File: src/rtl/fft_rx_pkg.sv
// Shared types and field layout for the FFT result receiver.
package fft_rx_pkg;

  localparam int unsigned TDATA_W     = 32;
  localparam int unsigned TUSER_IN_W  = 24;
  localparam int unsigned TUSER_OUT_W = 16;
  localparam int unsigned RE_LSB      = 0;
  localparam int unsigned IM_LSB      = 16;
  localparam int unsigned EXP_LSB     = 16;
  localparam int unsigned BLK_EXP_W   = 5;

  typedef enum logic [1:0] {
    ST_IDLE  = 2'd0,
    ST_FRAME = 2'd1,
    ST_DROP  = 2'd2
  } rx_state_e;

  typedef struct packed {
    logic [TDATA_W-1:0]     tdata;
    logic                   tlast;
    logic [TUSER_OUT_W-1:0] tuser;
  } rx_word_t;

endpackage

File: src/rtl/fft_rx_fifo.sv
// Synchronous first-word-fall-through FIFO; count_o lets the writer reserve slots.
module fft_rx_fifo
  import fft_rx_pkg::*;
#(
  parameter  int unsigned DEPTH = 16,
  localparam int unsigned CNT_W = $clog2(DEPTH) + 1
) (
  input  logic             clk_i,
  input  logic             rst_i,
  input  logic             push_i,
  input  rx_word_t         din_i,
  input  logic             pop_i,
  output rx_word_t         dout_o,
  output logic             valid_o,
  output logic [CNT_W-1:0] count_o
);

  localparam int unsigned AW = $clog2(DEPTH);

  rx_word_t         mem_q [DEPTH];
  logic [AW-1:0]    wr_ptr_q, rd_ptr_q;
  logic [CNT_W-1:0] count_q;
  logic             do_pop_c, do_push_c;

  assign do_pop_c  = pop_i && (count_q != '0);
  // A push into a full FIFO is only legal when the head leaves in the same cycle.
  assign do_push_c = push_i && ((count_q != CNT_W'(DEPTH)) || do_pop_c);

  always_ff @(posedge clk_i) begin
    if (rst_i) begin
      wr_ptr_q <= '0;
      rd_ptr_q <= '0;
      count_q  <= '0;
    end else begin
      if (do_push_c) wr_ptr_q <= wr_ptr_q + AW'(1);
      if (do_pop_c)  rd_ptr_q <= rd_ptr_q + AW'(1);
      case ({do_push_c, do_pop_c})
        2'b10:   count_q <= count_q + CNT_W'(1);
        2'b01:   count_q <= count_q - CNT_W'(1);
        default: count_q <= count_q;
      endcase
    end
  end

  always_ff @(posedge clk_i) begin
    if (do_push_c) mem_q[wr_ptr_q] <= din_i;
  end

  assign dout_o  = mem_q[rd_ptr_q];
  assign valid_o = (count_q != '0);
  assign count_o = count_q;

endmodule

File: src/rtl/fft_result_rx.sv
// Frame checker and two-stage formatter for FFT output beats feeding an FWFT FIFO.
// Define FFT_RX_POWER_EN to emit re*re+im*im instead of the raw input word.
module fft_result_rx
  import fft_rx_pkg::*;
#(
  parameter int unsigned LOG2_LEN   = 13,
  parameter int unsigned IN_W       = 11,
  parameter int unsigned FIFO_DEPTH = 16
) (
  input  logic                   i_aclk,
  input  logic                   i_rst,
  input  logic                   i_axi4s_data_tvalid,
  input  logic [TDATA_W-1:0]     i_axi4s_data_tdata,
  input  logic                   i_axi4s_data_tlast,
  input  logic [TUSER_IN_W-1:0]  i_axi4s_data_tuser,
  output logic                   o_axi4s_data_tvalid,
  input  logic                   i_axi4s_data_tready,
  output logic [TDATA_W-1:0]     o_axi4s_data_tdata,
  output logic                   o_axi4s_data_tlast,
  output logic [TUSER_OUT_W-1:0] o_axi4s_data_tuser,
  output logic [BLK_EXP_W-1:0]   o_blk_exp,
  output logic                   o_frame_done,
  output logic [15:0]            o_frame_cnt,
  input  logic                   i_err_clr,
  output logic                   o_err_seq,
  output logic                   o_err_ovf
);

  localparam int unsigned CNT_W = $clog2(FIFO_DEPTH) + 1;
  localparam int unsigned OCC_W = CNT_W + 1;

  rx_state_e            state_q, state_d;
  logic [LOG2_LEN-1:0]  exp_idx_q, exp_idx_d;
  logic [BLK_EXP_W-1:0] blk_exp_q, blk_exp_d;
  logic                 err_seq_q, err_ovf_q;
  logic                 frame_done_q;
  logic [15:0]          frame_cnt_q;

  logic                 wr_c, done_c, seq_err_c, ovf_err_c;
  logic [LOG2_LEN-1:0]  idx_c;
  logic [BLK_EXP_W-1:0] exp_c;
  logic                 idx_last_c, room_c;
  logic [OCC_W-1:0]     occ_c;

  logic                   s1_vld_q, s1_last_q, s1_done_q;
  logic [TUSER_OUT_W-1:0] s1_idx_q;
  logic                   s2_vld_q, s2_done_q;
  rx_word_t               s1_word_c, s2_word_q;

  rx_word_t         fifo_dout;
  logic [CNT_W-1:0] fifo_count;
  logic             unused_c;

  assign idx_c      = i_axi4s_data_tuser[LOG2_LEN-1:0];
  assign exp_c      = i_axi4s_data_tuser[EXP_LSB +: BLK_EXP_W];
  assign idx_last_c = (idx_c == {LOG2_LEN{1'b1}});

  // Words already in flight hold a reserved slot, so the FIFO can never overflow.
  assign occ_c  = OCC_W'(fifo_count) + OCC_W'(s1_vld_q) + OCC_W'(s2_vld_q);
  assign room_c = (occ_c < OCC_W'(FIFO_DEPTH));

  // Frame sequencing: decide per accepted beat whether it is written or discarded.
  always_comb begin
    state_d   = state_q;
    exp_idx_d = exp_idx_q;
    blk_exp_d = blk_exp_q;
    wr_c      = 1'b0;
    done_c    = 1'b0;
    seq_err_c = 1'b0;
    ovf_err_c = 1'b0;
    case (state_q)
      ST_IDLE: begin
        if (i_axi4s_data_tvalid) begin
          if ((idx_c != '0) || i_axi4s_data_tlast) begin
            seq_err_c = 1'b1;
          end else if (!room_c) begin
            ovf_err_c = 1'b1;
            state_d   = ST_DROP;
          end else begin
            wr_c      = 1'b1;
            state_d   = ST_FRAME;
            exp_idx_d = LOG2_LEN'(1);
            blk_exp_d = exp_c;
          end
        end
      end
      ST_FRAME: begin
        if (i_axi4s_data_tvalid) begin
          if ((idx_c != exp_idx_q) || (i_axi4s_data_tlast != idx_last_c)) begin
            seq_err_c = 1'b1;
            state_d   = i_axi4s_data_tlast ? ST_IDLE : ST_DROP;
          end else if (!room_c) begin
            ovf_err_c = 1'b1;
            state_d   = i_axi4s_data_tlast ? ST_IDLE : ST_DROP;
          end else begin
            wr_c      = 1'b1;
            exp_idx_d = exp_idx_q + LOG2_LEN'(1);
            if (i_axi4s_data_tlast) begin
              done_c  = 1'b1;
              state_d = ST_IDLE;
            end
          end
        end
      end
      ST_DROP: begin
        if (i_axi4s_data_tvalid && i_axi4s_data_tlast) state_d = ST_IDLE;
      end
      default: state_d = ST_IDLE;
    endcase
  end

  always_ff @(posedge i_aclk) begin
    if (i_rst) begin
      state_q   <= ST_IDLE;
      exp_idx_q <= '0;
      blk_exp_q <= '0;
      err_seq_q <= 1'b0;
      err_ovf_q <= 1'b0;
    end else begin
      state_q   <= state_d;
      exp_idx_q <= exp_idx_d;
      blk_exp_q <= blk_exp_d;
      // A new error in the clearing cycle keeps its flag set.
      if (seq_err_c)      err_seq_q <= 1'b1;
      else if (i_err_clr) err_seq_q <= 1'b0;
      if (ovf_err_c)      err_ovf_q <= 1'b1;
      else if (i_err_clr) err_ovf_q <= 1'b0;
    end
  end

`ifdef FFT_RX_POWER_EN
  localparam int unsigned SQ_W  = 2 * IN_W;
  localparam int unsigned PWR_W = SQ_W + 1;

  logic signed [IN_W-1:0] re_c, im_c;
  logic signed [SQ_W-1:0] sq_re_c, sq_im_c;
  logic [SQ_W-1:0]        s1_sq_re_q, s1_sq_im_q;
  logic [PWR_W-1:0]       pwr_c;

  assign re_c    = i_axi4s_data_tdata[RE_LSB +: IN_W];
  assign im_c    = i_axi4s_data_tdata[IM_LSB +: IN_W];
  assign sq_re_c = re_c * re_c;
  assign sq_im_c = im_c * im_c;
  assign pwr_c   = PWR_W'(s1_sq_re_q) + PWR_W'(s1_sq_im_q);

  always_ff @(posedge i_aclk) begin
    if (i_rst) begin
      s1_sq_re_q <= '0;
      s1_sq_im_q <= '0;
    end else begin
      s1_sq_re_q <= sq_re_c;
      s1_sq_im_q <= sq_im_c;
    end
  end

  assign s1_word_c.tdata = TDATA_W'(pwr_c);
  assign unused_c        = ^{i_axi4s_data_tuser, i_axi4s_data_tdata};
`else
  logic [TDATA_W-1:0] s1_data_q;

  always_ff @(posedge i_aclk) begin
    if (i_rst) s1_data_q <= '0;
    else       s1_data_q <= i_axi4s_data_tdata;
  end

  assign s1_word_c.tdata = s1_data_q;
  assign unused_c        = ^{i_axi4s_data_tuser, 1'(IN_W), 1'(RE_LSB), 1'(IM_LSB)};
`endif

  assign s1_word_c.tlast = s1_last_q;
  assign s1_word_c.tuser = s1_idx_q;

  // Two-stage pipeline; frame completion is reported on the FIFO write of the last word.
  always_ff @(posedge i_aclk) begin
    if (i_rst) begin
      s1_vld_q     <= 1'b0;
      s1_last_q    <= 1'b0;
      s1_done_q    <= 1'b0;
      s1_idx_q     <= '0;
      s2_vld_q     <= 1'b0;
      s2_done_q    <= 1'b0;
      s2_word_q    <= '0;
      frame_done_q <= 1'b0;
      frame_cnt_q  <= '0;
    end else begin
      s1_vld_q     <= wr_c;
      s1_last_q    <= i_axi4s_data_tlast;
      s1_done_q    <= done_c;
      s1_idx_q     <= TUSER_OUT_W'(idx_c);
      s2_vld_q     <= s1_vld_q;
      s2_done_q    <= s1_vld_q & s1_done_q;
      s2_word_q    <= s1_word_c;
      frame_done_q <= s2_vld_q & s2_done_q;
      if (s2_vld_q && s2_done_q) frame_cnt_q <= frame_cnt_q + 16'd1;
    end
  end

  fft_rx_fifo #(
    .DEPTH (FIFO_DEPTH)
  ) u_fifo (
    .clk_i   (i_aclk),
    .rst_i   (i_rst),
    .push_i  (s2_vld_q),
    .din_i   (s2_word_q),
    .pop_i   (i_axi4s_data_tready),
    .dout_o  (fifo_dout),
    .valid_o (o_axi4s_data_tvalid),
    .count_o (fifo_count)
  );

  assign o_axi4s_data_tdata = fifo_dout.tdata;
  assign o_axi4s_data_tlast = fifo_dout.tlast;
  assign o_axi4s_data_tuser = fifo_dout.tuser;
  assign o_blk_exp          = blk_exp_q;
  assign o_frame_done       = frame_done_q;
  assign o_frame_cnt        = frame_cnt_q;
  assign o_err_seq          = err_seq_q;
  assign o_err_ovf          = err_ovf_q;

endmodule

File: config.mk
export PLATFORM = sky130hd
export DESIGN_NAME = fft_result_rx
export DESIGN_NICKNAME = d
export VERILOG_FILES = /design/src/rtl/fft_rx_pkg.sv /design/src/rtl/fft_rx_fifo.sv /design/src/rtl/fft_result_rx.sv
export SDC_FILE = /design/constraint.sdc
export NUM_CORES = 1
export LEC_CHECK = 0
export CAP_MARGIN = 20
export CORE_ASPECT_RATIO = 0.6
export CORE_MARGIN = 2
export CORE_UTILIZATION = 31
export DETAILED_ROUTE_END_ITERATION = 8
export GPL_ROUTABILITY_DRIVEN = 1
export PLACE_DENSITY = 0.44
export SLEW_MARGIN = 10
export SYNTH_ARGS = -nofsm -noshare
export SYNTH_HDL_FRONTEND = slang
export SYNTH_SLANG_ARGS = --single-unit
File: constraint.sdc
create_clock -name i_aclk -period 14.4 [get_ports i_aclk]
set_input_delay 2.16 -clock i_aclk [delete_from_list [all_inputs] [get_ports i_aclk]]
set_output_delay 2.16 -clock i_aclk [all_outputs]
set_load 0.02 [all_outputs]
==> run metrics, run 1 <==
Nets=1,821; vias in the first global route=16,200; Slew @ Worst Pin=1.14 ns; row count=92; Vias=15,500; htree depth=3; flip-flop and latch count after synthesis=888; CP required=12.24 ns; largest net degree at the start of global routing=102; Startpoint Class=flop; Synthesis Warnings=0; P_leak=11.0 nW; status=finished clean; post-synthesis sequential area ratio=0.761; cell area after synthesis=0.0330 sq mm; area delta synth->final=18.3%; synthesized instance count=1,579; relative slew slack=0.243; die area=0.109 sq mm; Worst Slack Setup Final=7.64 ns; DRC=0; CP delay by family, top=buffers and inverters; CTS sink count=888; Post-CTS Hold Buffers=0; GRT Residual Overflow=0; Power Total=0.00535 W; worst r2r path cells=10; antenna violations before repair=1; share of layout cells above drive strength 1=0.229; largest area contributor in the netlist=edfxtp_1; core area=0.105 sq mm; Slew Limit Fails=0; Area contributors post-synth=edfxtp_1 67%, mux4_2 16%, dfxtp_1 9.2%; critical path depth=5; post-DP HPWL=39,600 um; CP max stage delay=0.93 ns; CTS Buffer Depth=3; RSZ-0062 raised after global routing=false; Worst-Skew Late Latency=0.68 ns; Total GRT Usage=0.146; post-CTS setup buffer count=0; worst hold stages=1; Cell Pwr Density=137 mW/mm^2; DRT Wirelength=78,600 um; final core occ=0.371; CP max FO=65; period utilisation layout=0.470; area share of the largest cell type after synthesis=0.669; Detailed Routing Iterations Pass 1=5; most frequent cells in the layout=736 x edfxtp_1, 230 x mux4_2, 148 x dfxtp_1, 125 x clkdlybuf4s50_1, 94 x nor2b_1; cts repair resizes=0; Post-DRT Antenna Nets=0; WP buf/inv=3; Max-Cap Viols=0; Cell Count Post-Placement=3,069; Starting Density=0.314; Main synth FF type=edfxtp_1; RePlAce Congestion=0.756; width of the die=425 um; Setup Skew=0.0244 ns; Non-Filler Instances=3,231; most common cell after layout, fill and taps aside=edfxtp_1; worst path arrival time=4.60 ns; Worst-path clk slew=0.06 ns; cell breakdown of the critical path=buf_4, buf_4, mux4_2, mux4_2, clkdlybuf4s50_1; minimum clock period=6.76 ns; Syn Area/Cell=20.9 sq um; pre-CTS WS=8.22 ns; First DRT Iteration DRCs=1,167; die height=257 um; Worst Hold Class=flop to flop; Num CTS Buffers=86; Post-synth ARST share=0; Fmax=148 MHz; IO Pins=136; clock tree from TritonCTS=done; I/O Buffers=126; Peak VDD IR=0.0000755 V; wire per inst=24.3 um; global-route wire length before repair=115,000 um; final hold violations=0; TNS Setup=0 ns; Synth cell types=50; via/cell ratio=4.78; # setup viols final=0; slowest CP cell=buf_4; root buffer cell=clkbuf_16; Worst Setup End Kind=output port; Post-synth EDFFs=736; Critical Setup Path Class=flop to output port
## cell families after synthesis
logic type,after synthesis,synth area share
flip-flops,888,0.761
AND/OR/NAND/NOR,256,0.0427
multiplexers,238,0.159
buffers and inverters,91,0.0112
AO/OA/AOI/OAI,58,0.0113
XOR/XNOR,35,0.00928
adder cells (fa/ha/maj),12,0.00477
other,1,0.000114
## report_power, final
| part | total, W | leakage, nW | internal [W] | switching (W) |
|---|---|---|---|---|
| Combinational | 0.000161 | 2.42 | 0.0000868 | 0.0000743 |
| Sequential | 0.00281 | 7.07 | 0.00278 | 0.0000305 |
| Clock | 0.00238 | 1.45 | 0.00139 | 0.000987 |
| Total | 0.00535 | 11.0 | 0.00426 | 0.00109 |
## metal layers
metal | up-vias | wire length, um | track usage
met5 | - | 0 | 0
met4 | 0 | 1560 | 0.0379
met3 | 100 | 2660 | 0.0250
met2 | 282 | 36600 | 0.228
met1 | 8329 | 37800 | 0.210
li1 | 6746 | - | -
## path summary, 6_finish.rpt
check,start,end,slack (ns)
setup reg to reg,u_fifo.count_o[0]$_SDFFE_PP0P_,u_fifo.count_o[4]$_SDFFE_PP0P_,11.27
hold / removal,s1_data_q[23]$_SDFF_PP0_,s2_word_q[40]$_SDFF_PP0_,0.43
setup / recovery,flop,o_axi4s_data_tuser[9],7.64
hold reg to reg,s1_data_q[23]$_SDFF_PP0_,s2_word_q[40]$_SDFF_PP0_,0.43
## per-stage QoR
| stage | hold WS (ns) | instance area, sq um |
|---|---|---|
| after floorplan | 0.406 | 33000 |
| after global placement | 0.421 | 36100 |
| after detailed placement | 0.420 | 36100 |
| after CTS | 0.436 | 39100 |
| after global routing | 0.460 | 39100 |
| final | 0.433 | 39100 |
## flip-flops by register name (all words and copies together) (netlist names), named ones only
name and flops:
exp_idx_q 13, o_blk_exp 5, o_err_ovf 1, o_err_seq 1, o_frame_cnt 16, o_frame_done 1
s1_data_q 32, s1_done_q 1, s1_idx_q 13, s1_last_q 1, s1_vld_q 1, s2_done_q 1
s2_vld_q 1, s2_word_q 46, state_q 2, u_fifo.count_o 5, u_fifo.mem_q 736, u_fifo.rd_ptr_q 4
u_fifo.wr_ptr_q 4
## cell type report
type | count | area, sq um
inverters | 13 | 48.8
repair buffers | 156 | 1500
clock inverters | 49 | 626
multi-input cells | 602 | 7630
diodes | 1 | 2.50
clock buffers | 112 | 2350
well taps | 1410 | 1760
flip-flops and latches | 888 | 25200
fillers | 9596 | 66300
## cell usage after synthesis (all sizes together), types with 12 or more instances
cell	n
inv	13
edfxtp	736
nand3	14
nor2	55
a21oi	22
buf	34
nand4	12
mux4	230
xor2	16
clkbuf	44
nand2	23
nor2b	94
xnor2	19
dfxtp	152
Note: power is estimated with default switching activity, not from simulation.
==> run 2, diff against run 1 <==
==> constraint.sdc (replaced) <==
create_clock -name i_aclk -period 6.4 [get_ports i_aclk]
set_input_delay 0.96 -clock i_aclk [delete_from_list [all_inputs] [get_ports i_aclk]]
set_output_delay 0.96 -clock i_aclk [all_outputs]
set_load 0.02 [all_outputs]
==> run 2 against run 1 <==
  * Global-route usage is 0.17 points higher
  * Via count rose by 1.0%
  * Critical path type unchanged
  * Sequential share of layout area is 0.30 points lower
  * Critical endpoint is now o_axi4s_data_tdata[27]
  * Clock power rose by 120%
==> run metrics, run 2 (synthesis results as in run 1) <==
wire per inst=24.6 um; die height=257 um; First DRT Iteration DRCs=1,078; worst path arrival time=3.77 ns; Starting Density=0.314; GRT Residual Overflow=0; DRT Wirelength=80,100 um; I/O Buffers=126; root buffer cell=clkbuf_16; row count=92; cts repair resizes=0; Largest regs=u_fifo.mem_q x736, s2_word_q x46, s1_data_q x32; core area=0.105 sq mm; CTS Buffer Depth=3; share of layout cells above drive strength 1=0.237; htree depth=3; Worst-path clk slew=0.06 ns; vias in the first global route=16,500; CTS sink count=888; routing usage on met1=0.210; Post-DRT Antenna Nets=0; CP max stage delay=0.58 ns; area of the multi-input gates=0.00763 sq mm; worst hold stages=1; Critical Setup Path Class=flop to output port; Worst Hold Class=flop to flop; largest net degree at the start of global routing=69; P_leak=11.1 nW; # setup viols final=0; width of the die=425 um; Slew @ Worst Pin=1.03 ns; most frequent cells in the layout=736 x edfxtp_1, 230 x mux4_2, 148 x dfxtp_1, 125 x clkdlybuf4s50_1, 94 x nor2b_1; clock tree from TritonCTS=done; IO Pins=136; FILL cells=9,582; RePlAce Congestion=0.747; slowest CP cell=clkdlybuf4s50_1; minimum clock period=4.73 ns; status=finished clean; CP max FO=34; CP dominant cell by count=mux4_2; Cell Pwr Density=304 mW/mm^2; DRC=0; gr busiest metal=met2; Max-Cap Viols=0; period utilisation layout=0.740; Slew Limit Fails=0; worst r2r path cells=10; die area=0.109 sq mm; area taken by flip-flops and latches=0.0252 sq mm; Num CTS Buffers=86; Power Total=0.0119 W; TNS Setup=0 ns; Post-CTS Hold Buffers=0; Nets=1,840; cell breakdown of the critical path=buf_16, buf_4, mux4_2, mux4_2, clkdlybuf4s50_1; Detailed Routing Iterations Pass 1=5; Total GRT Usage=0.148; most common cell after layout, fill and taps aside=edfxtp_1; Reg2Reg Setup Slack=3.26 ns; register with the most flip-flops=u_fifo.mem_q; max reg flops=736; Min-Delay Endpoint=s2_word_q[45]$_SDFF_PP0_; hold path start=s1_data_q[28]$_SDFF_PP0_; Setup Skew=0.0226 ns; Worst-Skew Late Latency=0.68 ns; global-route wire length before repair=116,000 um; relative slew slack=0.313; Vias=15,600; area delta synth->final=18.9%; Fmax=211 MHz; CP required=5.44 ns; worst flop-to-flop path startpoint=u_fifo.count_o[0]$_SDFFE_PP0P_; final hold violations=0; via/cell ratio=4.80; RSZ-0062 raised after global routing=false; antenna violations before repair=0; post-CTS setup buffer count=0; Startpoint Class=flop; Worst Setup End Kind=output port; GR Util met2=0.234; Reg2Reg Capture Point=u_fifo.count_o[4]$_SDFFE_PP0P_; post-DP HPWL=43,800 um; Peak VDD IR=0.000175 V; met3 Track Usage GR=0.0281
run 2: cell count changes in the layout (fill, tap and decap cells not counted), sizes merged:
| cell | before | now |
|---|---|---|
| buf | 31 | 50 |
| diode | 1 | 2 |
| inv | 18 | 16 |
| clkinvlp | 2 | 3 |
| clkbuf | 112 | 115 |
| clkinv | 29 | 28 |
| bufinv | 13 | 11 |
run 2: cell type report:
type | instances | share of cell area
well taps | 1410 | 0.0449
flip-flops and latches | 888 | 0.641
clock inverters | 45 | 0.0143
repair buffers | 175 | 0.0446
inverters | 13 | 0.00124
clock buffers | 115 | 0.0596
diodes | 2 | 0.000127
multi-input cells | 602 | 0.194
run 2: power breakdown:
group | internal, W | leakage [nW] | switching (W)
Sequential | 0.00626 | 7.16 | 0.0000589
Combinational | 0.000204 | 2.55 | 0.000183
Clock | 0.00303 | 1.41 | 0.00220
run 2: how the worst max path moves through the flow:
stage	cells after the start	to	slack, ns
CTS	4	o_axi4s_data_tdata[27]	1.30
global placement	4	o_axi4s_data_tdata[27]	2.07
finish	5	o_axi4s_data_tdata[27]	1.67
floorplan	4	u_fifo.mem_q[3][0]$_DFFE_PP_	1.23
global route	5	o_axi4s_data_tdata[27]	1.46
detailed placement	4	o_axi4s_data_tdata[27]	2.05
run 2: metrics by stage:
stage / instance area [sq um] / setup slack, ns / hold slack (ns) / util / std cells
after CTS: 39200 / 1.30 / 0.439 / 0.372 / 3247
after global routing: 39300 / 1.46 / 0.456 / 0.373 / 3248
final: 39300 / 1.67 / 0.437 / 0.373 / 3250
after global placement: 36300 / 2.07 / 0.421 / 0.344 / 3085
after floorplan: 33000 / 1.23 / 0.406 / - / 1581
after detailed placement: 36300 / 2.05 / 0.424 / 0.345 / 3087
run 2: critical path, delay by kind of cell (launching register included):
kind / cells / cell delay (ns)
DFF: 1 / 0.56
muxes: 2 / 1.14
buffers and inverters: 3 / 1.31
run 2: routing by layer:
metal,vias to the layer above,share of wire
met5,-,0
met4,0,0.016
met3,91,0.042
met2,325,0.47
met1,8404,0.47
li1,6795,-
